**config.mk**
```make
export PLATFORM = sky130hd
export DESIGN_NAME = pc_fetch_sequencer
export DESIGN_NICKNAME = d
export VERILOG_FILES = /design/src/rtl/pc_fetch_sequencer.sv
export SDC_FILE = /design/constraint.sdc
export NUM_CORES = 1
export LEC_CHECK = 0
export ABC_AREA = 1
export CORE_ASPECT_RATIO = 1.25
export CORE_MARGIN = 5
export CORE_UTILIZATION = 40
export DETAILED_ROUTE_END_ITERATION = 8
export GPL_ROUTABILITY_DRIVEN = 1
export PLACE_DENSITY_LB_ADDON = 0.12
export SETUP_SLACK_MARGIN = 0.3
export SLEW_MARGIN = 20
export SYNTH_ARGS = -nofsm -noshare
export SYNTH_HDL_FRONTEND = slang
export SYNTH_SLANG_ARGS = --single-unit
```
**constraint.sdc**
```tcl
create_clock -name clk -period 4.45 [get_ports clk]
set_input_delay 0.89 -clock clk [delete_from_list [all_inputs] [get_ports clk]]
set_output_delay 0.89 -clock clk [all_outputs]
set_load 0.02 [all_outputs]
```
**src/rtl/pc_fetch_sequencer.sv**
```systemverilog
// Program counter owner and instruction fetch sequencer: requests a word at pc,
// holds it for decode, loads new_pc on each decode handshake, and flags memory timeouts.
module pc_fetch_sequencer #(
    parameter logic [29:0] RESET_PC = 30'h0000_0000,
    parameter int          TIMEOUT  = 16
) (
    input  logic        clk,
    input  logic        rst_n,
    input  logic [29:0] new_pc,
    output logic [29:0] pc,
    output logic        imem_req,
    input  logic        imem_ack,
    input  logic [31:0] imem_rdata,
    output logic [31:0] inst,
    output logic        inst_valid,
    input  logic        inst_ready,
    output logic        fetch_err,
    output logic [31:0] fetch_count
);
    localparam int TW = $clog2(TIMEOUT);

    typedef enum logic [1:0] {IDLE, REQ, OUT, ERR} state_t;

    state_t        state, state_nxt;
    logic [TW-1:0] timer, timer_nxt;
    logic          capture, handshake;

    always_comb begin
        state_nxt = state;
        timer_nxt = timer;
        capture   = 1'b0;
        handshake = 1'b0;
        case (state)
            IDLE: state_nxt = REQ;
            REQ: begin
                // an ack in the last allowed cycle beats the timeout
                if (imem_ack) begin
                    capture   = 1'b1;
                    timer_nxt = '0;
                    state_nxt = OUT;
                end else if (timer == TW'(TIMEOUT - 1)) begin
                    state_nxt = ERR;
                end else begin
                    timer_nxt = timer + TW'(1);
                end
            end
            OUT: begin
                if (inst_ready) begin
                    handshake = 1'b1;
                    state_nxt = REQ;
                end
            end
            default: state_nxt = ERR;
        endcase
    end

    always_ff @(posedge clk) begin
        if (!rst_n) begin
            state       <= IDLE;
            timer       <= '0;
            pc          <= RESET_PC;
            inst        <= 32'h0;
            fetch_count <= 32'h0;
        end else begin
            state <= state_nxt;
            timer <= timer_nxt;
            if (capture)   inst <= imem_rdata;
            if (handshake) pc   <= new_pc;
            fetch_count <= fetch_count + {31'b0, handshake};
        end
    end

    // ERR is only left through reset, so the sticky flag is just the state decode
    assign imem_req   = (state == REQ);
    assign inst_valid = (state == OUT);
    assign fetch_err  = (state == ERR);
endmodule

```
# [After elaboration in Yosys (flattened, before gate mapping)]
# Index checks and enable logic that the tools add are counted.
[op_classes] addsub=2 eq_ne=7 mux=10 reduce_logical=3
[op_table] cell="$add A32 B1 Y32" n=1
[op_table] cell="$mux W4" n=2
[op_table] cell="$mux W2" n=3
[op_table] cell="$pmux W2 S3" n=1
[op_table] cell="$add A4 B1 Y4 const B" n=1
[op_table] cell="$eq A2 B2 Y1 const B" n=2
[op_table] cell="$eq A4 B4 Y1 const B" n=1
[op_table] cell="$mux W1" n=4
[op_table] cell="$reduce_and A2 Y1" n=2
[op_table] cell="$ne A3 B1 Y1 const B" n=1
[op_table] cell="$eq A2 B1 Y1 const B" n=1
[op_table] cell="$logic_not A2 Y1" n=1
[op_table] cell="$ne A2 B1 Y1 const B" n=1
[op_table] cell="$ne A2 B2 Y1 const B" n=1
[totals] register_bits=100 input_bits=66 out_inout_bits=97 wordCells=27

# [Logic depth before layout (Yosys ltp)]
# Gate-level depths: netlist (run 1).
[logic_depth] ltp_word=4 ltp_mapped=14 depth_no_buf=13

# [Least setup slack after synthesis (run 1)]
# OpenSTA, ideal clock, no wires.
[synth_path] path_type="input to register" start="input inst_ready" end="register fetch_count[24]" setup_ns=0.115 t_arrival_ns=2.220 required_ns=4.335 setup_slack_ns=2.115 cell_stages=12 n_path_buf=1 cell_sequence="nand2_1 inv_2 buf_6 ha_1 ha_1 nand2_1 nor2_2 nand2_2 nor2_2 nand3_1 nand2_1 nor2_1"
[synth_between] elab_chain_len=3
[synth_lines] element="start: declaration" line_no="16" text="input logic inst_ready,"
[synth_lines] element="$mux W1" line_no="48" text="if (inst_ready) begin"
[synth_lines] element="$mux W1" line_no="33" text="case (state)"
[synth_lines] element="$add A32 B1 Y32" line_no="69" text="fetch_count <= fetch_count + {31'b0, handshake};"
[synth_lines] element="end signal: assignment" line_no="69"
[synth_lines] element="end: declaration" line_no="18" text="output logic [31:0] fetch_count"
# No other way between the ends.
# A chain may end at the register's enable or synchronous reset.

# [Final worst setup path (run 1)]
# Same ends and word-level chain as after synthesis.

==> results of run 1 <==
## synth_stat cells, drive strengths merged, types with 2 or more instances
cell    number
nor3         2
inv         22
o21ai        6
and2         2
nand2      212
clkbuf       7
nand3       16
xnor2        3
xor2         4
ha           4
dfxtp      100
nor2        83
buf         15
a21oi       83
## power groups by stage
| stage | Clock (W) | Sequential, W | Combinational, W |
|---|---|---|---|
| 2_1_floorplan | 0 | 0.000978 | 0.0000793 |
| 3_3_place_gp | 0 | 0.000952 | 0.000220 |
| 3_5_place_dp | 0 | 0.000953 | 0.000222 |
| 4_1_cts | 0.000713 | 0.000933 | 0.000224 |
| 5_1_grt | 0.000750 | 0.000935 | 0.000239 |
| 6_report | 0.000689 | 0.000933 | 0.000221 |
## registers in the layout, summed over array words and instances, names as in the netlist
name / cells
fetch_count: 32
inst: 32
pc: 30
state: 2
timer: 4
## layer usage
metal	vias to the layer above	global-route usage, %
met1	1893	24.1
li1	2084	-
met3	4	4.15
met5	-	0
met4	0	5.39
met2	139	30.5
## cells by family (layout without fill, tap and decap cells)
logic type	after synthesis	after routing	synth area share, %
simple gates	317	317	31.5
flops	100	100	48.5
compound gates	90	90	11.9
buf+inv	45	203	5.46
xor+xnor	7	7	1.49
fa+ha+maj	4	4	1.21
## worst max-delay path, delay by kind of cell
family        cells  cell delay, ps
simple gates      8             930
buf+inv           2             900
fa+ha+maj         2             460
## final timing paths
path,startpoint,end,slack (ps),cells after the start
min,inst[25],inst[25],460,2
max reg2reg,state[1],fetch_count[24],1950,13
min reg2reg,inst[25],inst[25],460,2
max,inst_ready,fetch_count[24],1480,12
## area by class of cell
type / instances / area [um^2] / area share [%]
sequential: 100 / 2000 / 33.1
timing repair buffer: 165 / 1640 / 27.2
multi-input combinational: 418 / 1900 / 31.4
tap: 129 / 161 / 2.67
clock buffer: 13 / 240 / 3.97
clock inverter: 2 / 12.5 / 0.207
inverter: 23 / 87.6 / 1.45
## metrics by stage
step	total power [W]	std cells
final	0.00184	850
after global routing	0.00193	850
after CTS	0.00187	850
after detailed placement	0.00118	835
after global placement	0.00117	835
after floorplan	0.00106	563
==> summary.md, run 1 <==
| Metric | Value |
|---|---|
| Type of the worst setup path | `in2reg` |
| DRC | `0` |
| Post-Synthesis Net Count | `roughly 630` |
| DRT antenna net count | `0` |
| # IOs | `around 160` |
| Top sig layer | `met4` |
| CTS Root Cell | `clkbuf_16` |
| Initial antenna violation count | `0` |
| Distinct cells, synth | `26` |
| Cell row count | `41` |
| Most common cell after layout, fill and taps aside | `nand2_1` |
| Final period util | `~67%` |
| Pint | `roughly 0.0014 W` |
| Final setup margin | `around 1500 ps` |
| First-pass GRT wire length | `about 19000 um` |
| Nets | `787` |
| Gate Count Post-Synth | `roughly 560` |
| Clk slew on worst S/H paths | `~60 ps` |
| Gr usage total | `roughly 18%` |
| Post-detailed-placement half-perimeter wirelength | `8490 um` |
| Max Clock Skew | `roughly 9.2 ps` |
| Non-Filler Cell Area, Final | `roughly 6000 um^2` |
| CP max FO | `32` |
| Post-DR wirelength/cell | `approximately 14 um` |
| Max-Cap Viols | `0` |
| Largest net degree at the start of global routing | `43` |
| Worst path max stage delay | `490 ps` |
| Setup WS pre-CTS | `about 1200 ps` |
| Min cycle time layout | `about 3000 ps` |
| Vias in the first global route | `roughly 3900` |
| Top_reg_cell synth | `dfxtp_1` |
| Mapped Area | `between 4000 and 5000 um^2` |
| Synth Warn # | `0` |
| WP data arrival | `3190 ps` |
| Die Span Y | `124 um` |
| # hold bufs at CTS | `0` |
| RSZ-0062 raised after global routing | `false` |
| Util after Layout | `around three fifths` |
| Ant diodes | `0` |
| Hold slack final | `approximately 460 ps` |
| Synth top area share | `48.5%` |
| Sequential fraction of the synthesis area | `48.5%` |
| Hold crit path type | `reg2reg` |
| Routed Wire Length | `11700 um` |
| Placed Instance Area | `about 5800 um^2` |
| Max clock buf depth | `2` |
| CTS-repair resized insts | `0` |
| Worst Path Required | `about 4700 ps` |
| Largest cells by area after synthesis | `dfxtp_1 (48%), nand2_1 (18%), a21oi_1 (8.9%)` |
| Clock tree sinks | `100` |
| TritonRoute pass-1 iters | `4` |
| Type of destination of the critical path | `flip-flop` |
| Most frequent cells in the layout | `nand2_1 (199), clkdlybuf4s50_1 (162), dfxtp_1 (100)` |
| Least-Margin Pin Slew | `~660 ps` |
| DIE AREA | `about 12000 um^2` |
| Die Wd | `approximately 100 um` |
| Pwr/cell area | `305 nW/um^2` |
| Clk_lat worst skew | `approximately 330 ps` |
| Max Clk Rate | `0.337 GHz` |
| Layout cells sized above 1 | `under 10%` |
| Synth area leader | `dfxtp_1` |
| GPL Wtd Cong | `0.854` |
| H-tree depth | `3` |
| Final hold vios | `0` |
| Worst Setup Start Kind | `input port` |
| Gate power share | `12.0%` |
| Met1 WL | `just over 5000 um` |
| Initial Utilization | `between 40% and 50%` |
| Congestion Overflow GR | `0` |
| Met2 WL | `~5700 um` |
| Worst-path cell chain | `clkdlybuf4s50_1 -> nand2_1 -> inv_2 -> ha_1 -> ha_1 -> nand2_1 -> nor2_2 -> nand2_2 -> nor2_2 -> nand3_1 -> nand2_1 -> nor2_1` |
| Vias per inst | `slightly below 5` |
| Clock share of power | `a little under two fifths` |
| Metal3 WL | `approximately 800 um` |
| Reg power frac | `approximately 51%` |
| Switching Fraction | `23.7%` |
| Buffers on Ports | `~160` |
| Asr flop ratio synth | `0%` |
| Pins Over Slew Limit | `0` |
| P_sw | `approximately 0.00044 W` |
| CTS Buf Count | `9` |
| Total number of vias | `4120` |
| Register bit total from synthesis | `100` |
| CTS tree | `built` |
| Synthesis-to-finish area growth | `46.5%` |
| Mean post-synth cell area | `7.33 um^2` |
| Post-synth EDFFs | `0` |
| Fillers | `approximately 950` |
| Initial DRC count | `130` |
| P_leak | `between 2 and 2.5 nW` |
| Setup_tns | `0 ps` |
| Slowest-stage cell, CP | `clkdlybuf4s50_1` |
| # Post-CTS Setup Buffers | `0` |
| Setup-violating endpoint count in the final report | `0` |
| Relative slew slack | `55.8%` |
| Most frequent CP cell | `nand2_1` |
| Placeable Area | `10100 um^2` |
| Worst vdd ir | `roughly 0.00017 V` |
| Status | `finished, final reports clean` |
No activity file was read; power rests on OpenSTA's default activity.
==> run 2, diff against run 1 <==
--- a/config.mk
+++ b/config.mk
@@ -8,7 +8,7 @@
 export ABC_AREA = 1
 export CORE_ASPECT_RATIO = 1.25
 export CORE_MARGIN = 5
-export CORE_UTILIZATION = 40
+export CORE_UTILIZATION = 39
 export DETAILED_ROUTE_END_ITERATION = 8
 export GPL_ROUTABILITY_DRIVEN = 1
 export PLACE_DENSITY_LB_ADDON = 0.12
==> constraint.sdc (replaced) <==
create_clock -name clk -period 2.4 [get_ports clk]
set_input_delay 0.48 -clock clk [delete_from_list [all_inputs] [get_ports clk]]
set_output_delay 0.48 -clock clk [all_outputs]
set_load 0.02 [all_outputs]
==> run 2 against run 1 <==
Sequential power rose by 85%; sequential share of layout area fell by 0.76 points; clock power rose by 120%; global-route usage rose by 0.091 points; sequential cell count did not move; count of clock-buffer cells in the layout fell by 1; worst hold slack got worse by 0.81 ps; design area rose by 2.4%; critical path depth fell by 9; first-iteration DRC count rose by 9.2%; routed wire length rose by 0.76%.
==> summary.md, run 2 (synthesized netlist as in run 1, its figures left out) <==
| Metric | Value |
|---|---|
| Status | `finished, final reports clean` |
| Pint | `0.00282 W (+100%)` |
| Final period util | `a little over 80%` |
| Layout cells sized above 1 | `9.50% (+2.0 points)` |
| Clk_lat worst skew | `340 ps (about the same)` |
| Routed Wire Length | `11800 um (+0.76%)` |
| Final hold vios | `0 (unchanged)` |
| Die Wd | `102 um (+1.1%)` |
| Relative slew slack | `65.5% (+9.7 points)` |
| Total number of vias | `4113 (-0.17%)` |
| Multi-input gate area | `1930 um^2 (+1.4%)` |
| Reg power frac | `47.3% (-3.3 points)` |
| First-pass GRT wire length | `19200 um (+2.8%)` |
| Setup_tns | `0 ps (unchanged)` |
| Type of destination of the critical path | `primary output` |
| Ant diodes | `0 (unchanged)` |
| DIE AREA | `12800 um^2 (+2.3%)` |
| Setup-violating endpoint count in the final report | `0 (unchanged)` |
| Power after layout | `0.00366 W (+98%)` |
| Hold crit path type | `reg2reg` |
| Largest net degree at the start of global routing | `34 (-21%)` |
| Worst Setup Start Kind | `flip-flop` |
| CP max FO | `4 (-88%)` |
| Setup WS pre-CTS | `-35.9 ps (-1200 ps)` |
| Congestion Overflow GR | `0 (unchanged)` |
| Placeable Area | `10500 um^2 (+3.5%)` |
| Hold slack final | `463 ps (-0.814 ps)` |
| Most common cell after layout, fill and taps aside | `nand2_1` |
| Pwr/cell area | `591 nW/um^2 (+94%)` |
| Fillers | `979 (+3.6%)` |
| Max-Cap Viols | `0 (unchanged)` |
| Worst vdd ir | `0.000334 V (+92%)` |
| Sequential cell area | `2000 um^2 (about the same)` |
| Worst R2R End | `fetch_count[12]` |
| Clock tree sinks | `100 (unchanged)` |
| WP data arrival | `1510 ps (-1680 ps)` |
| Post-detailed-placement half-perimeter wirelength | `8730 um (+2.9%)` |
| Pins Over Slew Limit | `0 (unchanged)` |
| Initial Utilization | `39.5% (-1.4 points)` |
| TritonRoute pass-1 iters | `4 (unchanged)` |
| R2r setup slk | `540 ps (-1410 ps)` |
| Max Clock Skew | `7.47 ps (-1.74 ps)` |
| Biggest regs | `fetch_count (32), inst (32), pc (30)` |
| Initial antenna violation count | `0 (unchanged)` |
| RSZ-0062 raised after global routing | `true` |
| CTS tree | `built` |
| Max clock buf depth | `2 (unchanged)` |
| Cell depth of the worst flop-to-flop path | `12 (-1)` |
| Nets | `791 (+0.51%)` |
| P_leak | `2.15 nW (+3.6%)` |
| # IOs | `163 (unchanged)` |
| H-tree depth | `3 (unchanged)` |
| P_sw | `0.000841 W (+93%)` |
| DRC | `0 (unchanged)` |
| Vias per inst | `4.79 (-1.1%)` |
| Cell row count | `42 (+2.4%)` |
| # hold bufs at CTS | `0 (unchanged)` |
| GPL Wtd Cong | `0.890 (+4.2%)` |
| Dpl cells | `842 (+0.84%)` |
| Post-DR wirelength/cell | `13.7 um (-0.18%)` |
| Critical Path Sink | `fetch_err` |
| Final cell count without fillers | `858 (+0.94%)` |
| Crit path from | `state[0]` |
| Die Span Y | `125 um (+1.2%)` |
| Initial DRC count | `142 (+9.2%)` |
| CTS Root Cell | `clkbuf_16` |
| Worst R2R Start | `state[1]` |
| Worst Path Required | `1920 ps (-2760 ps)` |
| Gr usage total | `18.5% (+0.091 points)` |
| Min cycle time layout | `about 2000 ps` |
| Vias in the first global route | `4130 (+5.5%)` |
| Least-Margin Pin Slew | `517 ps (-145 ps)` |
| Buffers on Ports | `162 (unchanged)` |
| CTS Buf Count | `9 (unchanged)` |
| Clock share of power | `41.3% (+3.9 points)` |
| Type of the worst setup path | `reg2out` |
| Final setup margin | `413 ps (-1070 ps)` |
| Switching Fraction | `23.0% (-0.69 points)` |
| Clk slew on worst S/H paths | `60 ps (about the same)` |
| DRT antenna net count | `0 (unchanged)` |
| Gate power share | `11.4% (-0.6 points)` |
| Synthesis-to-finish area growth | `50.1%` |
| Max Clk Rate | `~0.50 GHz` |
| Most frequent cells in the layout | `nand2_1 (197), clkdlybuf4s50_1 (161), dfxtp_1 (99)` |
[run 2: worst min-delay path by stage]
| stage | slack [ps] | cells after the start | endpoint | from |
|---|---|---|---|---|
| final | 460 | 2 | inst[21] | inst[21] |
| after global routing | 490 | 2 | pc[15] | pc[15] |
| after CTS | 470 | 2 | inst[21] | inst[21] |
| after detailed placement | 460 | 2 | pc[18] | pc[18] |
| after global placement | 450 | 2 | inst[31] | inst[31] |
| after floorplan | 450 | 1 | timer[0] | timer[0] |
[run 2: cell type report]
type / count / share of cell area (%)
clock buffers: 12 / 4.30
repair buffers: 169 / 27.3
well taps: 132 / 2.67
flip-flops and latches: 100 / 32.3
inverters: 23 / 1.41
multi-input cells: 418 / 31.1
clock inverters: 4 / 0.889
[run 2: through the flow]
stage / util [%] / instance area [um^2]
floorplan: - / 4130
global placement: 55.9 / 5850
detailed placement: 55.9 / 5850
CTS: 59.0 / 6170
global route: 59.2 / 6190
finish: 59.2 / 6190
[run 2: power by group through the flow]
stage,sequential (W),combinational [W],clock [W]
4_1_cts,0.00173,0.000425,0.00156
6_report,0.00173,0.000419,0.00151
3_5_place_dp,0.00177,0.000422,0
2_1_floorplan,0.00181,0.000148,0
5_1_grt,0.00174,0.000455,0.00163
3_3_place_gp,0.00177,0.000417,0
[run 2: what timing repair did]
| action | in CTS | in global routing |
|---|---|---|
| endpoints found under the setup margin | 0 | 11 |
| resized for setup | 0 | 9 |
| buffers inserted | 0 | 0 |
[run 2: worst max-delay path, stage by stage (launching register included)]
cell and delay [ps]:
dfxtp_1 420, nand2_1 90, inv_1 50, clkdlybuf4s50_1 610
[run 2: metal layers]
metal	vias up	share of wire (%)	track usage (%)
li1	2098	-	-
met1	1878	41	22.0
met2	119	51	32.2
met3	18	6.2	4.23
met4	0	2.2	6.64
met5	-	0	0
